$ cat config.mk
export PLATFORM = sky130hd
export DESIGN_NAME = mac_result_divider
export DESIGN_NICKNAME = d
export VERILOG_FILES = /design/src/rtl/mac_result_divider.sv
export SDC_FILE = /design/constraint.sdc
export NUM_CORES = 1
export LEC_CHECK = 0
export CORE_MARGIN = 4
export CORE_UTILIZATION = 25
export CTS_BUF_LIST = sky130_fd_sc_hd__clkbuf_2
export DETAILED_ROUTE_END_ITERATION = 16
export GPL_TIMING_DRIVEN = 1
export PLACE_DENSITY = 0.52
export SLEW_MARGIN = 20
export SYNTH_ARGS = -nofsm -noshare
export SYNTH_HDL_FRONTEND = slang
export SYNTH_SLANG_ARGS = --single-unit
$ cat constraint.sdc
create_clock -name clock -period 3.5 [get_ports clock]
set_input_delay 0.35 -clock clock [delete_from_list [all_inputs] [get_ports clock]]
set_output_delay 0.35 -clock clock [all_outputs]
set_load 0.1 [all_outputs]
$ cat src/rtl/mac_result_divider.sv
//==============================================================================
// mac_result_divider : restoring divider, one quotient bit per clock,
//                      start/busy/done handshake.
// Revision 1.0
//==============================================================================
`default_nettype none

module mac_result_divider #(
  parameter int DIVIDEND_W = 48,
  parameter int DIVISOR_W  = 18
) (
  input  logic                  clock,
  input  logic                  reset_n,
  input  logic                  start,
  input  logic [DIVIDEND_W-1:0] dividend,
  input  logic [DIVISOR_W-1:0]  divisor,
  output logic                  busy,
  output logic                  done,
  output logic [DIVIDEND_W-1:0] quotient,
  output logic [DIVISOR_W-1:0]  remainder,
  output logic                  div_by_zero
);

  localparam int CNT_W = $clog2(DIVIDEND_W);
  localparam logic [CNT_W-1:0] CNT_LOAD = CNT_W'(DIVIDEND_W - 1);
  localparam logic [0:0] S_IDLE = 1'b0;
  localparam logic [0:0] S_RUN  = 1'b1;

  logic [0:0]            state_q, state_d;
  logic [DIVIDEND_W-1:0] shreg_q, shreg_d;
  logic [DIVISOR_W-1:0]  dsr_q, dsr_d;
  logic [DIVISOR_W:0]    rem_q, rem_d;
  logic [CNT_W-1:0]      cnt_q, cnt_d;
  logic [DIVIDEND_W-1:0] quotient_q, quotient_d;
  logic [DIVISOR_W-1:0]  remainder_q, remainder_d;
  logic                  done_q, done_d;
  logic                  dbz_q, dbz_d;
  logic                  dz_pend_q, dz_pend_d;

  logic [DIVISOR_W+1:0]  partial;
  logic [DIVISOR_W+1:0]  trial;
  logic                  q_bit;
  logic [DIVISOR_W:0]    rem_next;
  logic [DIVIDEND_W-1:0] shreg_next;
  logic                  accept;

  // Quotient bits shift in at the LSB as dividend bits leave at the MSB.
  always_comb begin
    partial    = {rem_q, shreg_q[DIVIDEND_W-1]};
    trial      = partial - {2'b00, dsr_q};
    q_bit      = ~trial[DIVISOR_W+1];
    rem_next   = q_bit ? trial[DIVISOR_W:0] : partial[DIVISOR_W:0];
    shreg_next = {shreg_q[DIVIDEND_W-2:0], q_bit};
  end

  assign accept = (state_q == S_IDLE) && !dz_pend_q && start;

  always_ff @(posedge clock or negedge reset_n) begin
    if (!reset_n) begin
      state_q <= S_IDLE;
    end else begin
      state_q <= state_d;
    end
  end

  always_comb begin
    state_d = state_q;
    case (state_q)
      S_IDLE:  if (accept && (divisor != '0)) state_d = S_RUN;
      S_RUN:   if (cnt_q == '0) state_d = S_IDLE;
      default: state_d = S_IDLE;
    endcase
  end

  // A zero divisor is held for one cycle in rem_q before being reported.
  always_comb begin
    shreg_d     = shreg_q;
    dsr_d       = dsr_q;
    rem_d       = rem_q;
    cnt_d       = cnt_q;
    quotient_d  = quotient_q;
    remainder_d = remainder_q;
    done_d      = 1'b0;
    dbz_d       = dbz_q;
    dz_pend_d   = 1'b0;
    if (state_q == S_IDLE) begin
      if (dz_pend_q) begin
        done_d      = 1'b1;
        dbz_d       = 1'b1;
        quotient_d  = '1;
        remainder_d = rem_q[DIVISOR_W-1:0];
      end else if (accept) begin
        if (divisor != '0) begin
          shreg_d = dividend;
          dsr_d   = divisor;
          rem_d   = '0;
          cnt_d   = CNT_LOAD;
        end else begin
          dz_pend_d = 1'b1;
          rem_d     = {1'b0, dividend[DIVISOR_W-1:0]};
        end
      end
    end else begin
      shreg_d = shreg_next;
      rem_d   = rem_next;
      cnt_d   = cnt_q - 1'b1;
      if (cnt_q == '0) begin
        quotient_d  = shreg_next;
        remainder_d = rem_next[DIVISOR_W-1:0];
        done_d      = 1'b1;
        dbz_d       = 1'b0;
      end
    end
  end

  always_ff @(posedge clock or negedge reset_n) begin
    if (!reset_n) begin
      shreg_q     <= '0;
      dsr_q       <= '0;
      rem_q       <= '0;
      cnt_q       <= '0;
      quotient_q  <= '0;
      remainder_q <= '0;
      done_q      <= 1'b0;
      dbz_q       <= 1'b0;
      dz_pend_q   <= 1'b0;
    end else begin
      shreg_q     <= shreg_d;
      dsr_q       <= dsr_d;
      rem_q       <= rem_d;
      cnt_q       <= cnt_d;
      quotient_q  <= quotient_d;
      remainder_q <= remainder_d;
      done_q      <= done_d;
      dbz_q       <= dbz_d;
      dz_pend_q   <= dz_pend_d;
    end
  end

  always_comb begin
    busy        = (state_q == S_RUN);
    done        = done_q;
    quotient    = quotient_q;
    remainder   = remainder_q;
    div_by_zero = dbz_q;
  end

endmodule

`default_nettype wire

# ---- Word-level counts from Yosys, hierarchy flattened
# Cells that the tools add are included.
dict set report word_totals {
  reg_bits 161
  inputBits 69
  wordCells 62
}
dict set report classes {
  addsub 2
  eq_ne 2
  n_mux 32
  bitwise_logic 3
  reduce_logical 13
}
# op count
set op_table {}
lappend op_table {{2-to-1 mux 48 bit} 7}
lappend op_table {{2-to-1 mux 19 bit} 4}
lappend op_table {{2-to-1 mux 18 bit} 4}
lappend op_table {{2-to-1 mux 6 bit} 4}
lappend op_table {{subtractor 20 x 18 -> 20 bit} 1}
lappend op_table {{nonzero test 18 bit} 1}
lappend op_table {{2-to-1 mux 1 bit} 12}
lappend op_table {{logical NOT 6 bit} 1}
lappend op_table {{nonzero test 2 bit} 3}
lappend op_table {{subtractor 6 x 1 -> 6 bit, second input constant} 1}
lappend op_table {{AND reduction 2 bit} 2}
lappend op_table {{AND reduction 4 bit} 1}
lappend op_table {{logical AND 1 bit} 3}
lappend op_table {{NOT 1 bit} 3}
lappend op_table {{AND reduction 3 bit} 1}
lappend op_table {{inequality test 2 x 1 -> 1 bit, second input constant} 1}
lappend op_table {{inequality test 2 bit, second input constant} 1}
lappend op_table {{case mux 1 bit (2 select lines)} 1}
lappend op_table {{logical NOT 1 bit} 1}

# ---- Longest topological paths before layout
# Gate-level depths: netlist of run 1.
dict set report logic_depth {
  depth_word 6
  ltp_mapped 11
}

# ---- Worst setup path after synthesis of run 1
# Ideal clock, no wire load.
dict set report synth_path {
  path_type {reg-to-reg}
  start {reg rem_q[7]}
  end {reg remainder_q[5] (netlist: remainder[5])}
  setup_ps 131
  arrival_ps 2429
  path_slack_ps 941
  stages_incl_launch_ff 11
  path_buffers 2
  synth_period_minus_slack_ps 2559
  path_cell_list {dfrtp_1 > ha_1 > buf_2 > a21o_1 > a21o_1 > a21oi_1 > a31oi_4 > xor2_4 > buf_6 > mux2i_1 > o22ai_1}
}
dict set report synth_via {
  elab_chain_len 4
}
# element line
set synth_rtl {}
lappend synth_rtl {{start, declared} 32} ;# logic [DIVISOR_W:0] rem_q, rem_d;
lappend synth_rtl {{start signal, assigned} 130} ;# rem_q <= rem_d;
lappend synth_rtl {{subtractor 20 x 18 -> 20 bit} 50} ;# trial = partial - {2'b00, dsr_q};
lappend synth_rtl {{2-to-1 mux 19 bit} 52} ;# rem_next = q_bit ? trial[DIVISOR_W:0] : partial[DIVISOR_W:0];
lappend synth_rtl {{2-to-1 mux 18 bit} 107} ;# if (cnt_q == '0) begin
lappend synth_rtl {{2-to-1 mux 18 bit} 86} ;# if (state_q == S_IDLE) begin
lappend synth_rtl {{end signal, assigned} 133} ;# remainder_q <= remainder_d;
lappend synth_rtl {{end, declared} 35} ;# logic [DIVISOR_W-1:0] remainder_q, remainder_d;
# No other way between the ends. The select of a mux whose other input is x is not followed.
# A chain may end at the register's enable or synchronous reset.

# ---- Final worst setup path of run 1
dict set report layout_path {
  start {reg rem_q[7]}
  end {reg remainder_q[7] (netlist: remainder[7])}
}
dict set report layout_via {
  elab_chain_len 4
  elab_cells_between_ends 5
  classes_between {add/sub (1); mux (4)}
}
# element line
set layout_rtl {}
lappend layout_rtl {{subtractor 20 x 18 -> 20 bit} 50}
lappend layout_rtl {{2-to-1 mux 19 bit} 52}
lappend layout_rtl {{2-to-1 mux 18 bit} 107}
lappend layout_rtl {{2-to-1 mux 18 bit (*)} 86}
# Every way passes the cells marked *; elsewhere a longest branch is shown, timed or not. The select of a mux whose other input is x is not followed.

==> flow_summary_export.csv, run 1 <==
group,metric,value,unit
sta,tns,0,ns
clock_network,ctsHoldBuffers,1,
detailed_routing,vias,6751,
sta,worst_slew_pin_slew,1.07,ns
power_and_ir_drop,leakagePower,4.97,nW
detailed_routing,drtIter0Drc,496,
critical_path,path_common_cell,"a21o_1",
detailed_routing,antenna_left,0,
global_routing,grt_pass1_wl,38.6,mm
clock_network,clock_latency,0.79,ns
detailed_routing,drt-total-wl,24.2,mm
place,dpl.cell_count,1408,
synth,synth_enable_flop_cells,0,
global_routing,grt_max_degree,90,
worst_hold_path,min_path_type,"in -> async",
synth,ys_types,56,
layout,fillCellCount,3393,
layout,num-nets-final,1076,
critical_path,crit_slowest_cell,"xor2_4",
synth,synthesis.instances,868,
sta,fin_skew,0.0513,ns
clock_network,cts_resized,0,
detailed_routing,wl_per_cell,16.7,µm
synth,synthTopCellsByArea,"dfrtp_1 (49%), nand2_1 (8.5%), o21ai_0 (7.7%), mux2i_1 (7.6%), ha_1 (3.0%)",
clock_network,post_cts_buffers,0,
run_status,status,"complete, no violations",
critical_path,worstSetupPathType,"reg -> reg",
clock_network,cts_root_buf,"clkbuf_2",
floorplan,io_pins,138,
synth,ys_warn_count,0,
sta,setup_viol,0,
clock_network,cts_tree,"built",
floorplan,chipWidth,189,µm
clock_network,cts.sinks,161,
synth,ys_seq_area_frac,0.491,
synth,synth_area_leader_cell,"dfrtp_1",
sta,slew_violations,0,
place,place_ws,0.387,ns
place,port_buffers,137,
critical_path,arrival,3.78,ns
synth,synth_nets,958,
sta,fin_crit,3.10,ns
detailed_routing,avgViaCountPerCell,4.68,
sta,setup_ws,0.404,ns
clock_network,numCtsBuffers,17,
critical_path,cp-start-kind,"register",
synth,synth_area_per_cell,9.46,µm²
flow_run,maxCapViolCount,0,
floorplan,initial_core_util,0.253,
synth,syn_area,8210,µm²
place,place_congestion,0.790,
sta,period_share,0.885,
critical_path,cp_max_fo,15,
clock_network,htree_levels,4,
global_routing,grt_pass1_vias,6749,
layout,layout_common_cells,"nand2_1 (185), dfrtp_1 (160), clkdlybuf4s50_1 (135), o21ai_0 (126), mux2i_1 (62)",
detailed_routing,drtPass1Iterations,5,
synth,netlist.area_leader.share,0.491,
sta,relSlewSlack,0.286,
layout,drive_above_1_share,0.0821,
power_and_ir_drop,power_density,625,nW/µm²
global_routing,grt_remaining_overflow,0,
clock_network,cts_max_path_buffers,2,
layout,final_common_cell,"nand2_1",
global_routing,grt_use_total,0.136,
layout,finalNonFillerCells,1443,
power_and_ir_drop,finalPower,6.48,mW
layout,syn_to_final_growth,26.3,%
global_routing,antenna_found_initial,3,
critical_path,crit_required,4.18,ns
power_and_ir_drop,worst_ir_drop_vdd,309,µV
sta,max_clock_freq,323,MHz
critical_path,cpPeakStageDelay,0.59,ns
floorplan,die_y,189,µm
clock_network,clk_pin_slew,0.30,ns
floorplan,rows,66,
sta,hold_viol_final,0,
sta,rsz0062_at_grt,"false",
floorplan,core,32500,µm²
synth,async_reset_ff_frac,1.00,
detailed_routing,drc,0,
synth,synth_ff_type,"dfrtp_1",
critical_path,cp_cell_sequence,"ha_1 -> a21o_1 -> a21o_1 -> a21oi_1 -> a31oi_4 -> xor2_4 -> mux2i_1 -> a221oi_2",
synth,synth_seq_cells,161,
place,dp_hpwl,17.0,mm
floorplan,die-area,35800,µm²
critical_path,cp-end-kind,"register",
-- routing by layer --
layer  track usage  wire length, µm  up-vias
met3        0.0383             1380       24
met1         0.189            11400     3279
met2         0.207            10900      167
li1              -                -     3279
met5             0               12        -
met4        0.0398              496        2
-- flip-flops by register name (all words and copies together), names as in the netlist --
register,flops
busy,1
cnt_q,6
div_by_zero,1
done,1
dsr_q,18
dz_pend_q,1
quotient,48
rem_q,19
remainder,18
shreg_q,48
-- layout make-up --
type,instances,area (µm²),area share
Antenna cell,2,5.00,0.000482
Clock buffer,17,85.1,0.00820
Clock inverter,15,215,0.0207
Inverter,28,105,0.0101
Multi-Input combinational cell,625,3870,0.373
Sequential cell,161,4030,0.389
Tap cell,442,553,0.0533
Timing Repair Buffer,153,1510,0.145
-- kinds of logic (layout without fill, tap and decap cells) --
group,after synthesis,in the layout,synth area share
AO/OA/AOI/OAI,243,243,0.175
buffers and inverters,82,213,0.0404
AND/OR/NAND/NOR,259,259,0.133
multiplexers,83,83,0.104
adder cells (fa/ha/maj),21,21,0.0329
other,0,2,0
XOR/XNOR,19,19,0.0235
flip-flops,161,161,0.491
-- synth_stat cells, types with 11 or more instances --
| library cell | n |
|---|---|
| nand3_1 | 11 |
| nor2_1 | 21 |
| a22oi_1 | 12 |
| buf_2 | 11 |
| a31oi_1 | 15 |
| mux2i_1 | 62 |
| clkbuf_1 | 34 |
| o21ai_0 | 127 |
| inv_1 | 27 |
| mux2_2 | 21 |
| dfrtp_1 | 161 |
| a21oi_1 | 28 |
| nand2_1 | 186 |
| ha_1 | 20 |
-- critical path, delay by kind of cell (launching register included) --
family / cells / cell delay (ns)
XOR/XNOR: 1 / 0.59
AO/OA/AOI/OAI: 5 / 1.25
flip-flops: 1 / 0.51
adder cells (fa/ha/maj): 1 / 0.43
multiplexers: 1 / 0.26
-- path summary, 6_finish.rpt --
path	startpoint	endpoint	slack, ns	depth (start not counted)
setup / recovery	rem_q[7]$_DFFE_PN0P_	remainder[7]$_DFFE_PN0P_	0.40	8
hold / removal	reset_n	shreg_q[1]$_DFFE_PN0P_	0.12	2
setup reg to reg	rem_q[7]$_DFFE_PN0P_	remainder[7]$_DFFE_PN0P_	0.40	8
hold reg to reg	cnt_q[0]$_DFFE_PN0P_	cnt_q[0]$_DFFE_PN0P_	0.48	1
max in group asynchronous	reset_n	shreg_q[26]$_DFFE_PN0P_	2.52	3
min in group clock	divisor[14]	dsr_q[14]$_DFFE_PN0P_	0.12	3
-- through the flow --
step	hold WS, ns	util	area [µm²]
floorplan	0.0544	-	8210
global route	0.0210	0.320	10400
detailed placement	0.418	0.310	10100
global placement	0.414	0.310	10100
CTS	0.0403	0.319	10400
finish	0.116	0.320	10400
-- power by group --
group / internal (mW) / total, mW / switching [mW] / leakage, nW
combinational: 1.13 / 2.57 / 1.44 / 2.74
sequential: 2.28 / 2.69 / 0.410 / 2.06
clock: 0.385 / 1.22 / 0.840 / 0.170
Power figures use the tool's default switching activity.
==> run 2, diff against run 1 <==
--- a/config.mk
+++ b/config.mk
@@ -7,7 +7,7 @@
 export LEC_CHECK = 0
 export CORE_MARGIN = 4
 export CORE_UTILIZATION = 25
-export CTS_BUF_LIST = sky130_fd_sc_hd__clkbuf_2
+export CTS_BUF_LIST = sky130_fd_sc_hd__clkbuf_8
 export DETAILED_ROUTE_END_ITERATION = 16
 export GPL_TIMING_DRIVEN = 1
 export PLACE_DENSITY = 0.52
==> run 2 against run 1 <==
Against the previous run:
- clock power rose by 27%
- die area is the same
- sequential cell count unchanged
- first-iteration DRC count is 12% lower
- total power grew 5.2%
- clock-buffer cell count stayed put
- final cell count is 0.14% lower
- sequential share of layout area fell by 0.53 points
- global-route usage is essentially flat
- fmax about the same
- sequential power barely moved
- largest cell class unchanged
- largest power group unchanged
==> flow_summary_export.csv, run 2 (synthesized netlist as in run 1, its figures left out) <==
group,metric,value,unit
power_and_ir_drop,leakagePower,5.02,nW
detailed_routing,drc,0,
clock_network,clock_latency,0.46,ns
sta,setup_viol,0,
critical_path,crit_slowest_cell,"xor2_4",
detailed_routing,avgViaCountPerCell,4.68,
floorplan,initial_core_util,0.253,
sta,rsz0062_at_grt,"false",
global_routing,antenna_found_initial,1,
critical_path,cp-start-kind,"register",
clock_network,cts.sinks,161,
place,place_ws,0.387,ns
sta,fin_skew,0.0214,ns
power_and_ir_drop,clkPwrFrac,0.227,
clock_network,cts_tree,"built",
sta,hold_viol_final,0,
detailed_routing,vias,6749,
clock_network,post_cts_buffers,0,
sta,setup_ws,0.406,ns
floorplan,core,32500,µm²
power_and_ir_drop,switching_share,0.399,
detailed_routing,antenna_left,0,
critical_path,cp-end-kind,"register",
global_routing,grt_max_degree,90,
layout,syn_to_final_growth,28.1,%
sta,period_share,0.884,
sta,relSlewSlack,0.280,
sta,max_clock_freq,323,MHz
critical_path,crit_required,3.80,ns
flow_run,maxCapViolCount,0,
global_routing,grt_pass1_vias,6788,
global_routing,grt_use_total,0.136,
clock_network,cts_max_path_buffers,2,
place,dp_hpwl,17.0,mm
power_and_ir_drop,worst_ir_drop_vdd,307,µV
critical_path,worstSetupPathType,"reg -> reg",
detailed_routing,drtIter0Drc,436,
critical_path,cpPeakStageDelay,0.60,ns
global_routing,grt_pass1_wl,38.7,mm
layout,drive_above_1_share,0.0821,
clock_network,htree_levels,4,
detailed_routing,drt-total-wl,24.3,mm
run_status,status,"complete, no violations",
clock_network,clk_pin_slew,0.09,ns
sta,slew_violations,0,
clock_network,cts_root_buf,"clkbuf_8",
critical_path,crit_buf_inv,0,
floorplan,die-area,35800,µm²
clock_network,numCtsBuffers,17,
place,port_buffers,137,
power_and_ir_drop,combPwrFrac,0.377,
layout,num-nets-final,1076,
power_and_ir_drop,intPower,4.10,mW
place,place_congestion,0.790,
critical_path,crit_family,"compound AO/OA/AOI/OAI gates",
critical_path,arrival,3.39,ns
power_and_ir_drop,seqPwrFrac,0.395,
layout,diodes,0,
layout,fillCellCount,3381,
global_routing,grt_remaining_overflow,0,
floorplan,die_y,189,µm
power_and_ir_drop,power_density,648,nW/µm²
layout,layout_common_cells,"nand2_1 (185), dfrtp_1 (160), clkdlybuf4s50_1 (135), o21ai_0 (126), mux2i_1 (62)",
sta,fin_crit,3.09,ns
sta,worst_slew_pin_slew,1.08,ns
layout,final_common_cell,"nand2_1",
critical_path,path_common_cell,"a21o_1",
sta,tns,0,ns
worst_hold_path,min_path_type,"in -> reg",
floorplan,rows,66,
detailed_routing,drtPass1Iterations,5,
detailed_routing,wl_per_cell,16.8,µm
critical_path,cp_max_fo,15,
power_and_ir_drop,switchingPower,2.72,mW
floorplan,io_pins,138,
critical_path,cp_cell_sequence,"ha_1 -> a21o_1 -> a21o_1 -> a21oi_1 -> a31oi_4 -> xor2_4 -> mux2i_1 -> a221oi_2",
floorplan,chipWidth,189,µm
==> run 2: cell types whose count changed in the layout (fill, tap and decap cells not counted) <==
cell | previous run | this run
diode_2 | 2 | 0
clkbuf_2 | 17 | 0
clkbuf_8 | 0 | 17
==> run 2: worst paths after layout <==
path,start,to,depth (start not counted),slack [ns]
setup / recovery,rem_q[7]$_DFFE_PN0P_,remainder[7]$_DFFE_PN0P_,8,0.41
hold / removal,divisor[17],dsr_q[17]$_DFFE_PN0P_,3,0.45
setup reg to reg,rem_q[7]$_DFFE_PN0P_,remainder[7]$_DFFE_PN0P_,8,0.41
hold reg to reg,cnt_q[0]$_DFFE_PN0P_,cnt_q[0]$_DFFE_PN0P_,1,0.47
max in group asynchronous,reset_n,shreg_q[24]$_DFFE_PN0P_,3,2.18
min in group asynchronous,reset_n,dsr_q[1]$_DFFE_PN0P_,2,0.46
==> run 2: layer usage <==
layer  wire, µm  track usage
met1      11400        0.190
met2      10900        0.207
met3       1430       0.0385
met4        531       0.0381
met5         12            0
==> run 2: worst reg2reg max path: cells and delay by family (launching register included) <==
family / cells / cell delay [ns]
compound gates: 5 / 1.06
xor+xnor: 1 / 0.60
fa+ha+maj: 1 / 0.43
flops: 1 / 0.45
mux: 1 / 0.41
==> run 2: area by class of cell <==
type,instances,area (µm²),share of cell area
Inverter,28,105,0.00999
Clock inverter,15,215,0.0205
Timing Repair Buffer,153,1510,0.143
Tap cell,442,553,0.0526
Multi-Input combinational cell,625,3870,0.368
Sequential cell,161,4030,0.383
Clock buffer,17,234,0.0222
==> run 2: power by group through the flow <==
stage / sequential [mW] / combinational, mW / clock, mW
floorplan: 2.57 / 1.99 / 0
global placement: 2.73 / 2.53 / 0
detailed placement: 2.73 / 2.58 / 0
CTS: 2.70 / 2.59 / 1.61
global route: 2.76 / 2.91 / 1.70
finish: 2.70 / 2.57 / 1.55
==> run 2: stage by stage <==
stage               cell area, µm²  total power, mW  instances   util  hold slack [ns]
detailed placement           10100             5.31       1408  0.310            0.418
global placement             10100             5.27       1408  0.310            0.414
floorplan                     8210             4.56        868      -           0.0544
global route                 10500             7.36       1441  0.324            0.431
CTS                          10500             6.89       1441  0.324            0.418
finish                       10500             6.82       1441  0.324            0.451
==> run 2: what timing repair did <==
| action | 4_1_cts | 5_1_grt |
|---|---|---|
| gates resized for setup | 0 | 0 |
| hold buffers | 1 | 0 |
| endpoints found under the hold margin | 66 | 0 |
==> run 3, diff against run 2 <==
--- a/config.mk
+++ b/config.mk
@@ -6,11 +6,13 @@
 export NUM_CORES = 1
 export LEC_CHECK = 0
 export CORE_MARGIN = 4
-export CORE_UTILIZATION = 25
+export CORE_UTILIZATION = 55
 export CTS_BUF_LIST = sky130_fd_sc_hd__clkbuf_8
+export CTS_CLUSTER_DIAMETER = 50
 export DETAILED_ROUTE_END_ITERATION = 16
 export GPL_TIMING_DRIVEN = 1
-export PLACE_DENSITY = 0.52
+export MAX_ROUTING_LAYER = met4
+export PLACE_DENSITY = 0.9
 export SLEW_MARGIN = 20
 export SYNTH_ARGS = -nofsm -noshare
 export SYNTH_HDL_FRONTEND = slang
==> run 3 against run 2 <==
Against the previous run:
- combinational power grew 2%
- sequential cell count is the same
- critical path depth unchanged
- utilization increased by 37 points
- global-route usage increased by 15 points
- critical endpoint is now rem_q[13]$_DFFE_PN0P_
==> flow_summary_export.csv, run 3 (synthesized netlist as in run 1, its figures left out) <==
group,metric,value,unit
clock_network,post_cts_buffers,0,
clock_network,cts_max_path_buffers,2,
sta,relSlewSlack,0.307,
worst_hold_path,worstHoldPathCells,2,
floorplan,initial_core_util,0.563,
critical_path,regToRegEndpoint,"rem_q[13]$_DFFE_PN0P_",
floorplan,die-area,16900,µm²
floorplan,chipWidth,130,µm
critical_path,arrival,3.42,ns
place,port_buffers,137,
floorplan,die_y,130,µm
critical_path,cp-start-kind,"register",
sta,setup_ws,0.465,ns
sta,rsz0062_at_grt,"false",
critical_path,worstSetupPathType,"reg -> reg",
detailed_routing,wl_met2,11.2,mm
worst_hold_path,min_to,"dsr_q[14]$_DFFE_PN0P_",
clock_network,htree_levels,4,
detailed_routing,drc,0,
clock_network,cts_tree,"built",
sta,hold_viol_final,0,
flow_run,maxCapViolCount,0,
critical_path,r2r_start,"rem_q[0]$_DFFE_PN0P_",
power_and_ir_drop,power_density,669,nW/µm²
clock_network,cts_root_buf,"clkbuf_8",
layout,post-route-util,0.698,
layout,syn_to_final_growth,24.0,%
sta,setup_viol,0,
sta,slew_violations,0,
layout,layout_common_cells,"nand2_1 (186), dfrtp_1 (160), clkdlybuf4s50_1 (135), o21ai_0 (126), mux2i_1 (62)",
critical_path,cp_max_fo,6,
detailed_routing,antenna_left,0,
run_status,status,"complete, no violations",
detailed_routing,drt-total-wl,23.0,mm
power_and_ir_drop,leakagePower,5.01,nW
critical_path,cp-end-kind,"register",
detailed_routing,drtIter0Drc,781,
layout,diodes,0,
sta,fin_skew,0.0172,ns
clock_network,cts.sinks,161,
detailed_routing,avgViaCountPerCell,6.08,
sta,period_share,0.867,
floorplan,rows,44,
sta,worst_slew_pin_slew,1.04,ns
clock_network,clock_latency,0.47,ns
layout,final_common_cell,"nand2_1",
power_and_ir_drop,worst_ir_drop_vdd,473,µV
critical_path,crit_required,3.89,ns
detailed_routing,wl_met3,1.75,mm
floorplan,core,14600,µm²
detailed_routing,wl_per_cell,19.5,µm
global_routing,grt_pass1_vias,7066,
layout,drive_above_1_share,0.0811,
global_routing,grt_remaining_overflow,0,
global_routing,antenna_found_initial,0,
place,dp_hpwl,15.5,mm
global_routing,grt_pass1_wl,36.4,mm
detailed_routing,top_layer,"met4",
worst_hold_path,worstHoldStart,"dsr_q[14]$_DFFE_PN0P_",
sta,fin_crit,3.03,ns
detailed_routing,drtPass1Iterations,5,
sta,max_clock_freq,329,MHz
floorplan,io_pins,138,
sta,tns,0,ns
global_routing,grt_use_total,0.281,
global_routing,grt_max_degree,106,
layout,num-nets-final,1076,
power_and_ir_drop,finalPower,6.81,mW
detailed_routing,vias,7197,
clock_network,clk_pin_slew,0.09,ns
worst_hold_path,min_path_type,"reg -> reg",
critical_path,r2r_setup_slack,0.47,ns
place,place_congestion,1.03,
critical_path,r2r_cells,8,
detailed_routing,wl_met1,9.23,mm
place,place_ws,0.545,ns
clock_network,numCtsBuffers,17,
-- run 3: report_power, final --
| group | internal [mW] | leakage [nW] | switching [mW] | total, mW |
|---|---|---|---|---|
| registers | 2.28 | 2.06 | 0.441 | 2.72 |
| logic | 1.13 | 2.75 | 1.50 | 2.63 |
| clock network | 0.678 | 0.205 | 0.780 | 1.46 |
-- run 3: stage by stage --
| stage | cells | hold slack, ns | area [µm²] |
|---|---|---|---|
| 2_1_floorplan | 868 | 0.0544 | 8210 |
| 3_3_place_gp | 1150 | 0.460 | 9750 |
| 3_5_place_dp | 1150 | 0.463 | 9750 |
| 4_1_cts | 1183 | 0.484 | 10200 |
| 5_1_grt | 1183 | 0.499 | 10200 |
| 6_report | 1183 | 0.483 | 10200 |
-- run 3: worst max-delay path by stage --
stage / from / to / slack, ns / cells after the start
5_1_grt: dsr_q[1]$_DFFE_PN0P_ / rem_q[13]$_DFFE_PN0P_ / 0.29 / 9
4_1_cts: rem_q[0]$_DFFE_PN0P_ / rem_q[13]$_DFFE_PN0P_ / 0.54 / 8
3_5_place_dp: divisor[1] / shreg_q[27]$_DFFE_PN0P_ / 0.54 / 7
6_report: rem_q[0]$_DFFE_PN0P_ / rem_q[13]$_DFFE_PN0P_ / 0.47 / 8
2_1_floorplan: rem_q[7]$_DFFE_PN0P_ / remainder[5]$_DFFE_PN0P_ / 0.94 / 10
3_3_place_gp: rem_q[0]$_DFFE_PN0P_ / remainder[13]$_DFFE_PN0P_ / 0.60 / 8
-- run 3: area by class of cell --
cell class              instances  area, µm²
clock inverters                14        178
well taps                     184        230
flip-flops and latches        161       4030
fillers                      1018       4410
multi-input cells             625       3870
clock buffers                  18        248
repair buffers                153       1520
inverters                      28        105
-- run 3: repair_timing --
action / 4_1_cts / 5_1_grt
hold buffers: 1 / 0
endpoints found under the hold margin: 2 / 0
gates resized for setup: 0 / 0
-- run 3: layer usage --
| metal | global-route usage | vias up |
|---|---|---|
| met5 | - | - |
| met4 | 0.116 | 0 |
| met3 | 0.0544 | 80 |
| met2 | 0.432 | 360 |
| met1 | 0.368 | 3481 |
| li1 | - | 3276 |
-- run 3: worst max-delay path, stage by stage, from the launching register on --
cell and delay, ns:
dfrtp_1 0.45, ha_1 0.29, nor2b_1 0.14, o31a_1 0.31, o21ai_1 0.42, a21oi_1 0.12, a2111oi_0 0.74, mux2i_1 0.26
a21oi_1 0.21
